## config.mk

```make
export PLATFORM = sky130hd
export DESIGN_NAME = alu_arbiter
export DESIGN_NICKNAME = d
export VERILOG_FILES = /design/src/rtl/alu_arbiter.sv
export SDC_FILE = /design/constraint.sdc
export NUM_CORES = 1
export LEC_CHECK = 0
export CORE_ASPECT_RATIO = 1.1
export CORE_MARGIN = 1.5
export CORE_UTILIZATION = 39
export DETAILED_ROUTE_END_ITERATION = 8
export PLACE_DENSITY = 0.82
export SLEW_MARGIN = 20
export SYNTH_ARGS = -nofsm -noshare
export SYNTH_HDL_FRONTEND = slang
export SYNTH_SLANG_ARGS = --single-unit
```

## constraint.sdc

```tcl
create_clock -name clk -period 2.3 [get_ports clk]
set_input_delay 0.345 -clock clk [delete_from_list [all_inputs] [get_ports clk]]
set_output_delay 0.345 -clock clk [all_outputs]
set_load 0.05 [all_outputs]
```

## src/rtl/alu_arbiter.sv

```systemverilog
// Round-robin sharing of one combinational ALU between two requesters.
// Holds the operands for LAT settle cycles, then returns the result on a valid/ready channel.
module alu_arbiter #(
    parameter int LAT   = 1,
    parameter int CNT_W = 8
) (
    input  logic             clk,
    input  logic             rst_n,
    input  logic [1:0]       req_valid,
    output logic [1:0]       req_ready,
    input  logic [7:0]       req_a,
    input  logic [7:0]       req_b,
    input  logic [7:0]       req_op,
    output logic [3:0]       alu_A,
    output logic [3:0]       alu_B,
    output logic [3:0]       alu_aluop,
    input  logic [3:0]       alu_y0,
    input  logic [3:0]       alu_y1,
    input  logic [1:0]       alu_ov,
    output logic             resp_valid,
    input  logic             resp_ready,
    output logic             resp_id,
    output logic [3:0]       resp_y0,
    output logic [3:0]       resp_y1,
    output logic [1:0]       resp_ov,
    output logic             resp_err,
    output logic             busy,
    output logic [CNT_W-1:0] cnt0,
    output logic [CNT_W-1:0] cnt1
);

    // Both channels: a transfer happens in any cycle where valid and ready are high together.
    typedef enum logic [1:0] {IDLE, EXEC, RESP} state_t;

    localparam logic [3:0]       LAT_L   = 4'(LAT);
    localparam logic [CNT_W-1:0] CNT_ONE = CNT_W'(1);

    state_t           state_q, state_d;
    logic             rr_q, rr_d;
    logic [3:0]       settle_q, settle_d;
    logic             id_q, id_d;
    logic [3:0]       a_q, a_d, b_q, b_d, op_q, op_d;
    logic [3:0]       y0_q, y0_d, y1_q, y1_d;
    logic [1:0]       ov_q, ov_d;
    logic             err_q, err_d;
    logic [CNT_W-1:0] cnt0_q, cnt0_d, cnt1_q, cnt1_d;

    logic             gnt_v;
    logic             gnt_id;
    logic [3:0]       gnt_a, gnt_b, gnt_op;

    // With both requesting, rr_q picks; otherwise the lone requester wins.
    always_comb begin
        gnt_v  = |req_valid;
        gnt_id = (&req_valid) ? rr_q : req_valid[1];
        gnt_a  = gnt_id ? req_a[7:4]  : req_a[3:0];
        gnt_b  = gnt_id ? req_b[7:4]  : req_b[3:0];
        gnt_op = gnt_id ? req_op[7:4] : req_op[3:0];
    end

    always_comb begin
        state_d   = state_q;
        rr_d      = rr_q;
        settle_d  = settle_q;
        id_d      = id_q;
        a_d       = a_q;
        b_d       = b_q;
        op_d      = op_q;
        y0_d      = y0_q;
        y1_d      = y1_q;
        ov_d      = ov_q;
        err_d     = err_q;
        cnt0_d    = cnt0_q;
        cnt1_d    = cnt1_q;
        req_ready = 2'b00;
        case (state_q)
            IDLE: begin
                if (gnt_v) begin
                    req_ready = gnt_id ? 2'b10 : 2'b01;
                    id_d      = gnt_id;
                    rr_d      = ~gnt_id;
                    a_d       = gnt_a;
                    b_d       = gnt_b;
                    op_d      = gnt_op;
                    if (gnt_op[3:1] == 3'b111) begin
                        // Opcodes 1110/1111 have no ALU function: answer at once.
                        err_d   = 1'b1;
                        y0_d    = 4'd0;
                        y1_d    = 4'd0;
                        ov_d    = 2'd0;
                        state_d = RESP;
                    end else begin
                        settle_d = LAT_L;
                        state_d  = EXEC;
                    end
                end
            end
            EXEC: begin
                settle_d = settle_q - 4'd1;
                if (settle_q == 4'd1) begin
                    y0_d    = alu_y0;
                    y1_d    = alu_y1;
                    ov_d    = alu_ov;
                    err_d   = 1'b0;
                    state_d = RESP;
                end
            end
            RESP: begin
                if (resp_ready) begin
                    if (id_q) cnt1_d = cnt1_q + CNT_ONE;
                    else      cnt0_d = cnt0_q + CNT_ONE;
                    state_d = IDLE;
                end
            end
            default: state_d = IDLE;
        endcase
    end

    always_ff @(posedge clk or negedge rst_n) begin
        if (!rst_n) begin
            state_q  <= IDLE;
            rr_q     <= 1'b0;
            settle_q <= 4'd0;
            id_q     <= 1'b0;
            a_q      <= 4'd0;
            b_q      <= 4'd0;
            op_q     <= 4'd0;
            y0_q     <= 4'd0;
            y1_q     <= 4'd0;
            ov_q     <= 2'd0;
            err_q    <= 1'b0;
            cnt0_q   <= '0;
            cnt1_q   <= '0;
        end else begin
            state_q  <= state_d;
            rr_q     <= rr_d;
            settle_q <= settle_d;
            id_q     <= id_d;
            a_q      <= a_d;
            b_q      <= b_d;
            op_q     <= op_d;
            y0_q     <= y0_d;
            y1_q     <= y1_d;
            ov_q     <= ov_d;
            err_q    <= err_d;
            cnt0_q   <= cnt0_d;
            cnt1_q   <= cnt1_d;
        end
    end

    assign alu_A      = a_q;
    assign alu_B      = b_q;
    assign alu_aluop  = op_q;
    assign resp_valid = (state_q == RESP);
    assign resp_id    = id_q;
    assign resp_y0    = y0_q;
    assign resp_y1    = y1_q;
    assign resp_ov    = ov_q;
    assign resp_err   = err_q;
    assign busy       = (state_q != IDLE);
    assign cnt0       = cnt0_q;
    assign cnt1       = cnt1_q;

endmodule
```

==> reports/summary.txt <==
root buffer cell - clkbuf_8
placement row count - 28
Worst Path Arrival - 1.65 ns
post-synth top area cell - dfrtp_1
EDFF count, synth - 0
Synth Register Bits - 47
setup violators final - 0
Seq pwr share - 33.3%
vias in the first global route - 1798
largest family of logic cells by synthesized area - compound AO/OA/AOI/OAI gates
met2 GRT Util - 28.8%
DR vias/cell - 5.05
# DRC - 0
simple-gate area share of the yosys netlist - 14.5%
sequential area share after synthesis - 54.6%
Total Power - 0.00412 W
nets - 319
Worst-Margin Slew - 0.572 ns
Top delay family on crit path - buffers and inverters
Post-CTS Resized - 0
starting density of the core - 40.2%
post-synthesis mux area share - 3.89%
Rel. slew slack - 61.9%
VDD IR-drop max - 0.664 mV
unrepaired setup endpoints after global routing - no
reg2reg setup slack - 0.69 ns
Detail Route Antenna Nets - 0
Net Switching - 0.00195 W
critical-path maximum fanout - 10
register clock-pin slew on the reported worst setup and hold paths - 0.08 ns
delay of the slowest critical-path stage - 0.56 ns
max_cap viols - 0
Post-synth top cells - 47 x dfrtp_1, 19 x nand2_1, 17 x o21ai_0
post-synth net total - 231
Clock Power Share - 11.4%
Die W - 73.8 um
CTS Buf Count - 5
Final Non-Filler Cells - 352
largest net degree at the start of global routing - 27
Core ar. - 0.00536 mm2
die area - 0.00598 mm2
clk sinks - 47
Leak Pwr - 1.39 nW
CP required - 1.96 ns
most used routing layer - met2
DPL Wire Length - 3.62 mm
# Post-CTS Setup Buffers - 0
Internal - 0.00217 W
CTS hold repair buffers - 0
XOR/XNOR share of the synthesized area - 5.69%
met3 GRT Util - 4.96%
WL final - 4.75 mm
Synth Instances - 188
total grt overflow - 0
port buffer count - 82
CTS H-tree depth - 2
Synth Area in Compound Gates - 14.9%
PnR worst setup slack - 0.303 ns
CP max stage cell - clkdlybuf4s50_1
CP bufs+invs - 2
routability cong. - 0.810
synth warn - 0
Sw Share - 47.3%
worst reg2reg endpoint - resp_ov[0]
crit end category - output port
Top Ports - 83
hold violation count in the final report - 0
status - finished, final reports clean
Clock Tree Buf Depth - 2
largest cells by area after synthesis - dfrtp_1 55%, xnor2_1 4.5%, o21ai_0 4.0%
drt first pass iters - 4
grt met1 use - 20.9%
post-synth cell types - 39
final slew viol count - 0
placed insts - 344
CTS tree - built
DR iter-0 viols - 94
Synth async-reset ratio - 100%
Synth top area share - 54.6%
period utilization - 86.8%
DP Worst Slack - 0.299 ns
Avg Inst Size Synth - 11.5 um2
Area Growth Syn to Fin - 44.8%
first-pass GRT wire length - 7.89 mm
HP Class - input port to asynchronous set/reset pin
PwrDens - 1320 mW/mm2
Cell Chain, Critical Path - clkdlybuf4s50_1, nand2b_4, and2_2, nor2_1, buf_4
top-count cell post-synth - dfrtp_1
share of layout cells above drive strength 1 - 10.8%
post-route clock skew - 0.00594 ns
Crit. Startpoint - req_valid[0]
die height - 80.9 um
launching point of the worst reg2reg path - settle_q[1]
clk_lat worst skew - 0.29 ns
total number of vias - 1778
type of the worst setup path - input port to output port
initial antenna violation count - 0
post-synthesis adder-cell area fraction - 2.32%
Post-Route Setup TNS - 0 ns
n_diodes - 0
CP Launch Type - input port
Main synth FF type - dfrtp_1
Period minus WS final - 2.00 ns
Post-Syn Area - 0.00215 mm2
DR WL/cell - 13.5 um
GRT Total Usage - 17.0%
Combinational Power Share - 55.3%
R2R depth - 7
Max Clk Rate - 501 MHz
-- routing by layer --
layer	wire length, um	vias to the layer above
met5	0	-
met4	48	0
met3	359	7
met2	2300	78
met1	2050	844
li1	-	849
-- per-stage QoR --
step	hold slack (ns)	util, %	cell area [um2]
2_1_floorplan	0.0494	-	2150
3_3_place_gp	0.370	56.7	3040
3_5_place_dp	0.375	56.7	3040
4_1_cts	0.0535	58.2	3120
5_1_grt	0.0867	58.2	3120
6_report	0.0394	58.2	3120
-- cells by family (layout without fill, tap and decap cells) --
kind of cell / after synthesis / in the layout
AOI/OAI and AO/OA: 46 / 46
buffers and inverters: 14 / 103
DFF: 47 / 47
muxes: 8 / 8
xor gates and xnor gates: 14 / 14
and+or+nand+nor: 55 / 55
adders and majority gates: 4 / 4
-- sequential cells by signal, indices dropped and copies added, names as in the netlist, 2 cells and up --
name / flops
alu_A: 4
resp_ov: 2
resp_y0: 4
alu_B: 4
cnt0: 8
cnt1: 8
resp_y1: 4
state_q: 2
alu_aluop: 4
settle_q: 4
-- how the worst max path moves through the flow --
stage                    to  slack [ns]  cells past startpoint
3_3_place_gp   req_ready[0]        0.35                      5
4_1_cts        req_ready[0]        0.29                      5
5_1_grt        req_ready[0]        0.18                      4
6_report       req_ready[0]        0.30                      5
3_5_place_dp   req_ready[0]        0.30                      5
2_1_floorplan  req_ready[0]        0.29                      5
-- power groups by stage --
stage	Sequential, W	Clock, W	Combinational, W
3_5_place_dp	0.00138	0	0.00229
3_3_place_gp	0.00137	0	0.00224
6_report	0.00137	0.000470	0.00228
5_1_grt	0.00141	0.000521	0.00243
2_1_floorplan	0.00211	0	0.000816
4_1_cts	0.00137	0.000486	0.00230
-- cell usage in the layout, fill, tap and decap left out, types with 6 or more instances in the layout --
cell / Yosys / routed
a22o_1: 8 / 8
a22oi_1: 8 / 8
buf_4: 0 / 10
clkdlybuf4s50_1: 0 / 77
dfrtp_1: 47 / 47
inv_1: 7 / 7
nand2_1: 19 / 19
nand3_1: 6 / 6
nor2_1: 7 / 7
o21ai_0: 17 / 16
xnor2_1: 11 / 11
-- final cells by class --
class	count	area [um2]
multi-input cells	127	890
clock buffers	7	76.3
repair buffers	88	851
fillers	475	2240
flip-flops and latches	47	1180
inverters	7	26.3
well taps	75	93.8
clock inverters	1	5.00
(Power assumes the default switching activity.)
